<file path="src/rtl/seg7_pkg.sv">
// Glyph table and output-polarity helper shared by the seven-segment scan
// controller and its glyph decoder.
package seg7_pkg;

    // Active-high {g,f,e,d,c,b,a}, indexed by nibble value 0..F.
    localparam logic [15:0][6:0] GLYPH = {
        7'h71, 7'h79, 7'h5E, 7'h39, 7'h7C, 7'h77, 7'h6F, 7'h7F,
        7'h07, 7'h7D, 7'h6D, 7'h66, 7'h4F, 7'h5B, 7'h06, 7'h3F
    };

    // Map an internal "on" level to the pin level.
    function automatic logic pol(input logic on_lvl, input bit active_low);
        return on_lvl ^ active_low;
    endfunction

endpackage

</file>
<file path="src/rtl/seven_seg_scan_ctrl_if.sv">
// Host/display bundle for seven_seg_scan_ctrl. SEG_BLINK_EN adds blink_mask.
interface seven_seg_scan_ctrl_if #(
    parameter int NUM_DIGITS = 8
);
    logic                      load;
    logic [4*NUM_DIGITS-1:0]   din;
    logic [NUM_DIGITS-1:0]     dp_in;
    logic                      lz_blank;
`ifdef SEG_BLINK_EN
    logic [NUM_DIGITS-1:0]     blink_mask;
`endif
    logic [NUM_DIGITS-1:0]     an;
    logic [6:0]                seg;
    logic                      dp;
    logic                      busy;
    logic                      frame_tick;

`ifdef SEG_BLINK_EN
    modport master (output load, din, dp_in, lz_blank, blink_mask,
                    input  an, seg, dp, busy, frame_tick);
    modport slave  (input  load, din, dp_in, lz_blank, blink_mask,
                    output an, seg, dp, busy, frame_tick);
`else
    modport master (output load, din, dp_in, lz_blank,
                    input  an, seg, dp, busy, frame_tick);
    modport slave  (input  load, din, dp_in, lz_blank,
                    output an, seg, dp, busy, frame_tick);
`endif
endinterface

</file>
<file path="src/rtl/seg7_glyph_decode.sv">
// Combinational hex nibble to active-high seven-segment glyph.
module seg7_glyph_decode
    import seg7_pkg::*;
(
    input  logic [3:0] nib_i,
    output logic [6:0] glyph_o
);
    assign glyph_o = GLYPH[nib_i];
endmodule

</file>
<file path="src/rtl/seven_seg_scan_ctrl.sv">
// Time-multiplexed N-digit seven-segment driver with frame-synchronous double
// buffering. Define SEG_BLINK_EN to add blink_mask and the blink frame counter.
module seven_seg_scan_ctrl
    import seg7_pkg::*;
#(
    parameter int NUM_DIGITS   = 8,
    parameter int REFRESH_DIV  = 50000,
    parameter int BLANK_CYCLES = 16,
    parameter int ACTIVE_LOW   = 1,
    parameter int BLINK_FRAMES = 64
) (
    input  logic                clk,
    input  logic                rst,
    seven_seg_scan_ctrl_if.slave io
);
    localparam int CNT_W = $clog2(REFRESH_DIV);
    localparam int IDX_W = $clog2(NUM_DIGITS);
    localparam bit AL    = (ACTIVE_LOW != 0);

    if (NUM_DIGITS < 2 || REFRESH_DIV < BLANK_CYCLES + 2 || BLINK_FRAMES < 1) begin : g_param_chk
        $error("seven_seg_scan_ctrl: illegal parameter combination");
    end

    logic [CNT_W-1:0]          cnt_q, cnt_d;
    logic [IDX_W-1:0]          idx_q, idx_d;
    logic [4*NUM_DIGITS-1:0]   act_din_q, act_din_d, pend_din_q, pend_din_d;
    logic [NUM_DIGITS-1:0]     act_dp_q, act_dp_d, pend_dp_q, pend_dp_d;
    logic                      busy_q, busy_d;
    logic [NUM_DIGITS-1:0]     an_q, an_d, an_on;
    logic [6:0]                seg_q, seg_d, seg_on, glyph;
    logic                      dp_q, dp_d, dp_on;
    logic                      slot_end, frame_end, lit, dark, blink_off;
    logic [NUM_DIGITS-1:0]     zero_above;

    assign slot_end  = (cnt_q == CNT_W'(REFRESH_DIV - 1));
    assign frame_end = slot_end && (idx_q == IDX_W'(NUM_DIGITS - 1));
    assign lit       = (cnt_q >= CNT_W'(BLANK_CYCLES));

    always_comb begin
        cnt_d = slot_end ? '0 : cnt_q + 1'b1;
        idx_d = idx_q;
        if (slot_end)
            idx_d = (idx_q == IDX_W'(NUM_DIGITS - 1)) ? '0 : idx_q + 1'b1;
    end

    // A load on the boundary cycle bypasses pending and lands in active directly.
    always_comb begin
        act_din_d  = act_din_q;
        act_dp_d   = act_dp_q;
        pend_din_d = pend_din_q;
        pend_dp_d  = pend_dp_q;
        busy_d     = busy_q;
        if (frame_end && busy_q) begin
            act_din_d = pend_din_q;
            act_dp_d  = pend_dp_q;
            busy_d    = 1'b0;
        end
        if (io.load) begin
            pend_din_d = io.din;
            pend_dp_d  = io.dp_in;
            if (frame_end) begin
                act_din_d = io.din;
                act_dp_d  = io.dp_in;
                busy_d    = 1'b0;
            end else begin
                busy_d    = 1'b1;
            end
        end
    end

    // zero_above[k]: digit k and everything above it are zero.
    for (genvar k = 0; k < NUM_DIGITS; k++) begin : g_lz
        assign zero_above[k] = ~|act_din_q[4*NUM_DIGITS-1:4*k];
    end

    seg7_glyph_decode u_dec (
        .nib_i   (act_din_q[{idx_q, 2'b00} +: 4]),
        .glyph_o (glyph)
    );

`ifdef SEG_BLINK_EN
    localparam int FC_W = $clog2(BLINK_FRAMES + 1);
    logic [FC_W-1:0] fcnt_q;
    logic            phase_q;

    always_ff @(posedge clk or posedge rst) begin
        if (rst) begin
            fcnt_q  <= '0;
            phase_q <= 1'b0;
        end else if (frame_end) begin
            if (fcnt_q == FC_W'(BLINK_FRAMES - 1)) begin
                fcnt_q  <= '0;
                phase_q <= ~phase_q;
            end else begin
                fcnt_q  <= fcnt_q + 1'b1;
            end
        end
    end

    assign blink_off = phase_q && io.blink_mask[idx_q];
`else
    assign blink_off = 1'b0;
`endif

    assign dark = (io.lz_blank && idx_q != '0 && zero_above[idx_q]) || blink_off;

    always_comb begin
        an_on  = '0;
        seg_on = '0;
        dp_on  = 1'b0;
        if (lit) begin
            an_on[idx_q] = 1'b1;
            if (!dark) begin
                seg_on = glyph;
                dp_on  = act_dp_q[idx_q];
            end
        end
        for (int k = 0; k < NUM_DIGITS; k++) an_d[k] = pol(an_on[k], AL);
        for (int k = 0; k < 7; k++)          seg_d[k] = pol(seg_on[k], AL);
        dp_d = pol(dp_on, AL);
    end

    always_ff @(posedge clk or posedge rst) begin
        if (rst) begin
            cnt_q      <= '0;
            idx_q      <= '0;
            act_din_q  <= '0;
            act_dp_q   <= '0;
            pend_din_q <= '0;
            pend_dp_q  <= '0;
            busy_q     <= 1'b0;
            an_q       <= {NUM_DIGITS{AL}};
            seg_q      <= {7{AL}};
            dp_q       <= AL;
        end else begin
            cnt_q      <= cnt_d;
            idx_q      <= idx_d;
            act_din_q  <= act_din_d;
            act_dp_q   <= act_dp_d;
            pend_din_q <= pend_din_d;
            pend_dp_q  <= pend_dp_d;
            busy_q     <= busy_d;
            an_q       <= an_d;
            seg_q      <= seg_d;
            dp_q       <= dp_d;
        end
    end

    assign io.an         = an_q;
    assign io.seg        = seg_q;
    assign io.dp         = dp_q;
    assign io.busy       = busy_q;
    assign io.frame_tick = frame_end;

endmodule

</file>
<file path="src/flat_wrapper.sv">
// flat-port wrapper written by rule: the top's interface ports become plain ports
module seven_seg_scan_ctrl_flat import seg7_pkg::*;
#(
    parameter int NUM_DIGITS   = 8,
    parameter int REFRESH_DIV  = 50000,
    parameter int BLANK_CYCLES = 16,
    parameter int ACTIVE_LOW   = 1,
    parameter int BLINK_FRAMES = 64
)
  (clk, rst, io_load, io_din, io_dp_in, io_lz_blank, io_an, io_seg, io_dp, io_busy, io_frame_tick);
  seven_seg_scan_ctrl_if #(.NUM_DIGITS(NUM_DIGITS)) io_i ();
  input  logic clk;
  input  logic rst;
  input wire logic [$bits(io_i.load)-1:0] io_load;
  input wire logic [$bits(io_i.din)-1:0] io_din;
  input wire logic [$bits(io_i.dp_in)-1:0] io_dp_in;
  input wire logic [$bits(io_i.lz_blank)-1:0] io_lz_blank;
  output wire logic [$bits(io_i.an)-1:0] io_an;
  output wire logic [$bits(io_i.seg)-1:0] io_seg;
  output wire logic [$bits(io_i.dp)-1:0] io_dp;
  output wire logic [$bits(io_i.busy)-1:0] io_busy;
  output wire logic [$bits(io_i.frame_tick)-1:0] io_frame_tick;
  assign io_i.load = io_load;
  assign io_i.din = io_din;
  assign io_i.dp_in = io_dp_in;
  assign io_i.lz_blank = io_lz_blank;
  assign io_an = io_i.an;
  assign io_seg = io_i.seg;
  assign io_dp = io_i.dp;
  assign io_busy = io_i.busy;
  assign io_frame_tick = io_i.frame_tick;
  seven_seg_scan_ctrl #(.NUM_DIGITS(NUM_DIGITS), .REFRESH_DIV(REFRESH_DIV), .BLANK_CYCLES(BLANK_CYCLES), .ACTIVE_LOW(ACTIVE_LOW), .BLINK_FRAMES(BLINK_FRAMES)) u_core (.clk(clk), .rst(rst), .io(io_i));
endmodule
</file>
<file path="config.mk">
export PLATFORM = sky130hd
export DESIGN_NAME = seven_seg_scan_ctrl_flat
export DESIGN_NICKNAME = d
export VERILOG_FILES = /design/src/rtl/seg7_pkg.sv /design/src/rtl/seven_seg_scan_ctrl_if.sv /design/src/rtl/seg7_glyph_decode.sv /design/src/rtl/seven_seg_scan_ctrl.sv /design/src/flat_wrapper.sv
export SDC_FILE = /design/constraint.sdc
export NUM_CORES = 1
export LEC_CHECK = 0
export CAP_MARGIN = 25
export CORE_MARGIN = 8
export CORE_UTILIZATION = 52
export CTS_CLUSTER_SIZE = 16
export DETAILED_ROUTE_END_ITERATION = 8
export HOLD_SLACK_MARGIN = 0.03
export PLACE_DENSITY_LB_ADDON = 0.1
export SYNTH_ARGS = -nofsm -noshare
export SYNTH_HDL_FRONTEND = slang
export SYNTH_SLANG_ARGS = --single-unit
</file>
<file path="constraint.sdc">
create_clock -name clk -period 3.65 [get_ports clk]
set_input_delay 0.73 -clock clk [delete_from_list [all_inputs] [get_ports clk]]
set_output_delay 0.73 -clock clk [all_outputs]
set_load 0.02 [all_outputs]
</file>
==> summary.txt <==
STA
  • Endpoints failing setup: 0
  • RSZ-0062 raised after global routing: no
  • Final Cycle Share: between 80% and 90%
  • Least-Margin Pin Slew: around 0.86 ns
  • Worst Clk Skew: 0.005941 ns
  • Setup TNS: 0 ns
  • Slew HR: 42.60%
  • Period minus WS final: 3.038 ns
  • F_max: ~0.33 GHz
  • Final Slew Violations: 0
  • Final hold vios: 0

Clock tree
  • Sink Count: 116
  • Worst-path clk slew: 0.05 ns
  • Post-CTS Resized: 0
  • Post-CTS Repair Setup Buffers: 0
  • Root buf cell: clkbuf_16
  • # hold bufs at CTS: 0
  • CTS max path bufs: 2
  • H-tree Lvls: 4
  • Total clock buffers created by CTS: 17
  • CTS tree: built
  • Worst-skew pair later-pin latency: 0.41 ns

Power
  • Leakage: 3.173 nW
  • Peak VDD IR: 425.7 uV
  • PwrDens: 455.5 mW/mm^2

Routing
  • Post-route ant nets: 0
  • Wirelength, routed: 15,490 um
  • Number of vias per cell: roughly 6.1
  • First-pass detailed-route iteration total: 5
  • DR iter-0 viols: 473
  • Via count: between 5,000 and 6,000
  • Drt drc: 0
  • Wire length per cell: 18.91 um

Job
  • Max cap viols: 0

Synth
  • Synth unique cells: 46
  • Top_reg_cell synth: dfrtp_1
  • Asr flop ratio synth: 100.0%
  • Syn avg cell area: 9.900 um^2
  • EDFF count, synth: 0
  • YS warnings: 0
  • Flop and latch count out of synthesis: 116
  • Cells after Synth: a little over 600
  • Post-Syn Area: between 0.006 and 0.007 mm^2
  • Register area share after synthesis: 47.69%
  • Syn Nets: 674

Floorplan
  • Die X: 124.6 um
  • Cell Rows: 39
  • Die Area: between 0.015 and 0.02 mm^2
  • Initial Util: a little over half
  • Die Ht: 124.6 um
  • Num ports: 62
  • CORE AREA: between 0.01 and 0.015 mm^2

Placed design
  • RePlAce Congestion: approximately 0.84
  • IO buf count: ~60
  • HPWL Detailed: 9807 um
  • Inst Count DP: 789

Worst setup path
  • Crit path buf inv count: 1
  • CP max FO: 3
  • Slowest stage cell, crit path: clkdlybuf4s50_1
  • CP startpoint: u_core.cnt_q[13]
  • CP top delay family: simple AND/OR/NAND/NOR gates
  • Arr. time, crit path: 2.31 ns
  • Worst Path Class, Setup: flip-flop to primary output
  • CP endpoint kind: primary output
  • R2R Path Start: u_core.idx_q[0]
  • CP cell instances: nor4_2, nand2_1, nor3_1, and3_1, clkdlybuf4s50_1
  • Worst endpoint required time: between 2 and 3 ns
  • Slowest Stage Delay on Critical Path: 0.61 ns
  • Element type at the critical path start: flip-flop

Cells and area
  • Fill cells: 938
  • Cell Count, Final, Fillers Out: 819
  • Antenna Cells: 0
  • Most common cell after layout, fill and taps aside: dfrtp_1
  • Finished Core Util: 64.35%
  • P&R area growth vs syn: 20.42%
  • Commonest non-fill, non-tap cells in the layout: 99 x dfrtp_1, 96 x nand2_1, 60 x clkdlybuf4s50_1, 48 x nor4_1, 46 x o21ai_0
  • Layout cells sized above 1: between 15 and 20%
  • # nets final: 720

Global routing
  • Largest net degree at the start of global routing: 82
  • Vias in the first global route: 5,163
  • First-pass GRT wire length: 26,220 um
  • GRT overflow: 0
  • Total GRT Usage: roughly a fifth
  • Number of antenna violations at the first check in global routing: 0

Hold path
  • Worst Hold Class: flip-flop to flip-flop
  • Min-delay src: u_core.cnt_q[10]

Run status
  • Status: finished clean
==> path summary, 6_finish.rpt <==
path	end	slack, ns	depth (start not counted)
max reg2reg	u_core.io.seg[3]	0.77	8
min in group asynchronous	u_core.pend_din_q[22]	0.74	2
min	u_core.cnt_q[10]	0.49	1
max in group asynchronous	u_core.cnt_q[11]	2.20	3
min reg2reg	u_core.cnt_q[10]	0.49	1
max	io_frame_tick	0.61	5
==> Yosys cell counts (11+ instances only) <==
cell | instances | share of area [%]
dfrtp_1 | 100 | 41
nand2_1 | 96 | 5.9
nor4_1 | 49 | 5.0
o21ai_0 | 46 | 3.8
nor2b_1 | 43 | 4.4
a22oi_1 | 41 | 5.0
mux2_2 | 41 | 7.5
clkbuf_1 | 34 | 2.1
nor2_1 | 24 | 1.5
dfstp_2 | 16 | 6.9
nand3_1 | 15 | 1.2
inv_1 | 13 | 0.80
ha_1 | 11 | 2.2
==> where the power goes <==
group | internal, mW | switching [mW] | leakage (nW) | total, mW
clock network | 0.980 | 0.547 | 0.278 | 1.53
registers | 1.40 | 0.0799 | 1.39 | 1.48
logic | 0.192 | 0.165 | 1.50 | 0.356
total | 2.57 | 0.792 | 3.17 | 3.36
==> worst register-to-register path, delay by kind of cell, from the launching register on <==
family                     cells  cell delay [ns]
AOI/OAI and AO/OA              2             0.22
adders and majority gates      1             0.27
and+or+nand+nor                1             0.16
DFF                            1             0.69
muxes                          2             1.02
buffers and inverters          2             0.40
==> flip-flops by register name, summed over array words and instances (netlist names), 3 cells and up <==
signal             cells
u_core.act_din_q      32
u_core.pend_din_q     32
u_core.cnt_q          16
u_core.act_dp_q        8
u_core.io.an           8
u_core.pend_dp_q       8
u_core.io.seg          7
u_core.idx_q           3
==> logic make-up (layout without fill, tap and decap cells) <==
kind of cell,Yosys count,in the layout,share of synthesized area (%)
adders and majority gates,11,11,2.246
xor gates and xnor gates,14,14,2.001
muxes,56,56,11.72
DFF,116,116,47.69
AOI/OAI and AO/OA,107,107,11.35
buffers and inverters,63,120,4.308
and+or+nand+nor,252,252,20.68
==> layer usage <==
metal / up-vias / GRT usage (%) / wire length, um
li1: 2331 / - / -
met1: 2484 / 26.54 / 6950
met2: 186 / 33.03 / 7424
met3: 15 / 5.234 / 956
met4: 0 / 6.308 / 157
met5: - / 0 / 0
==> area by class of cell <==
type | instances | area (um^2) | area share, %
Sequential cell | 116 | 2924 | 39.62
Timing Repair Buffer | 74 | 715.7 | 9.698
Clock buffer | 26 | 529.3 | 7.172
Clock inverter | 4 | 20.02 | 0.2713
Tap cell | 143 | 178.9 | 2.425
Inverter | 16 | 63.81 | 0.8647
Multi-Input combinational cell | 440 | 2948 | 39.95
==> metrics by stage <==
step                      area (um^2)  hold WS [ns]  total power [mW]  worst slack, ns
final                            7380        0.4926             3.361           0.6124
after global routing             7380        0.5108             3.496           0.4428
after CTS                        7380        0.4953             3.397           0.5897
after detailed placement         6830        0.4888             1.854           0.7918
after global placement           6830        0.4897             1.839           0.9386
after floorplan                  6132        0.4637             1.699            1.461
(Power assumes the default switching activity.)
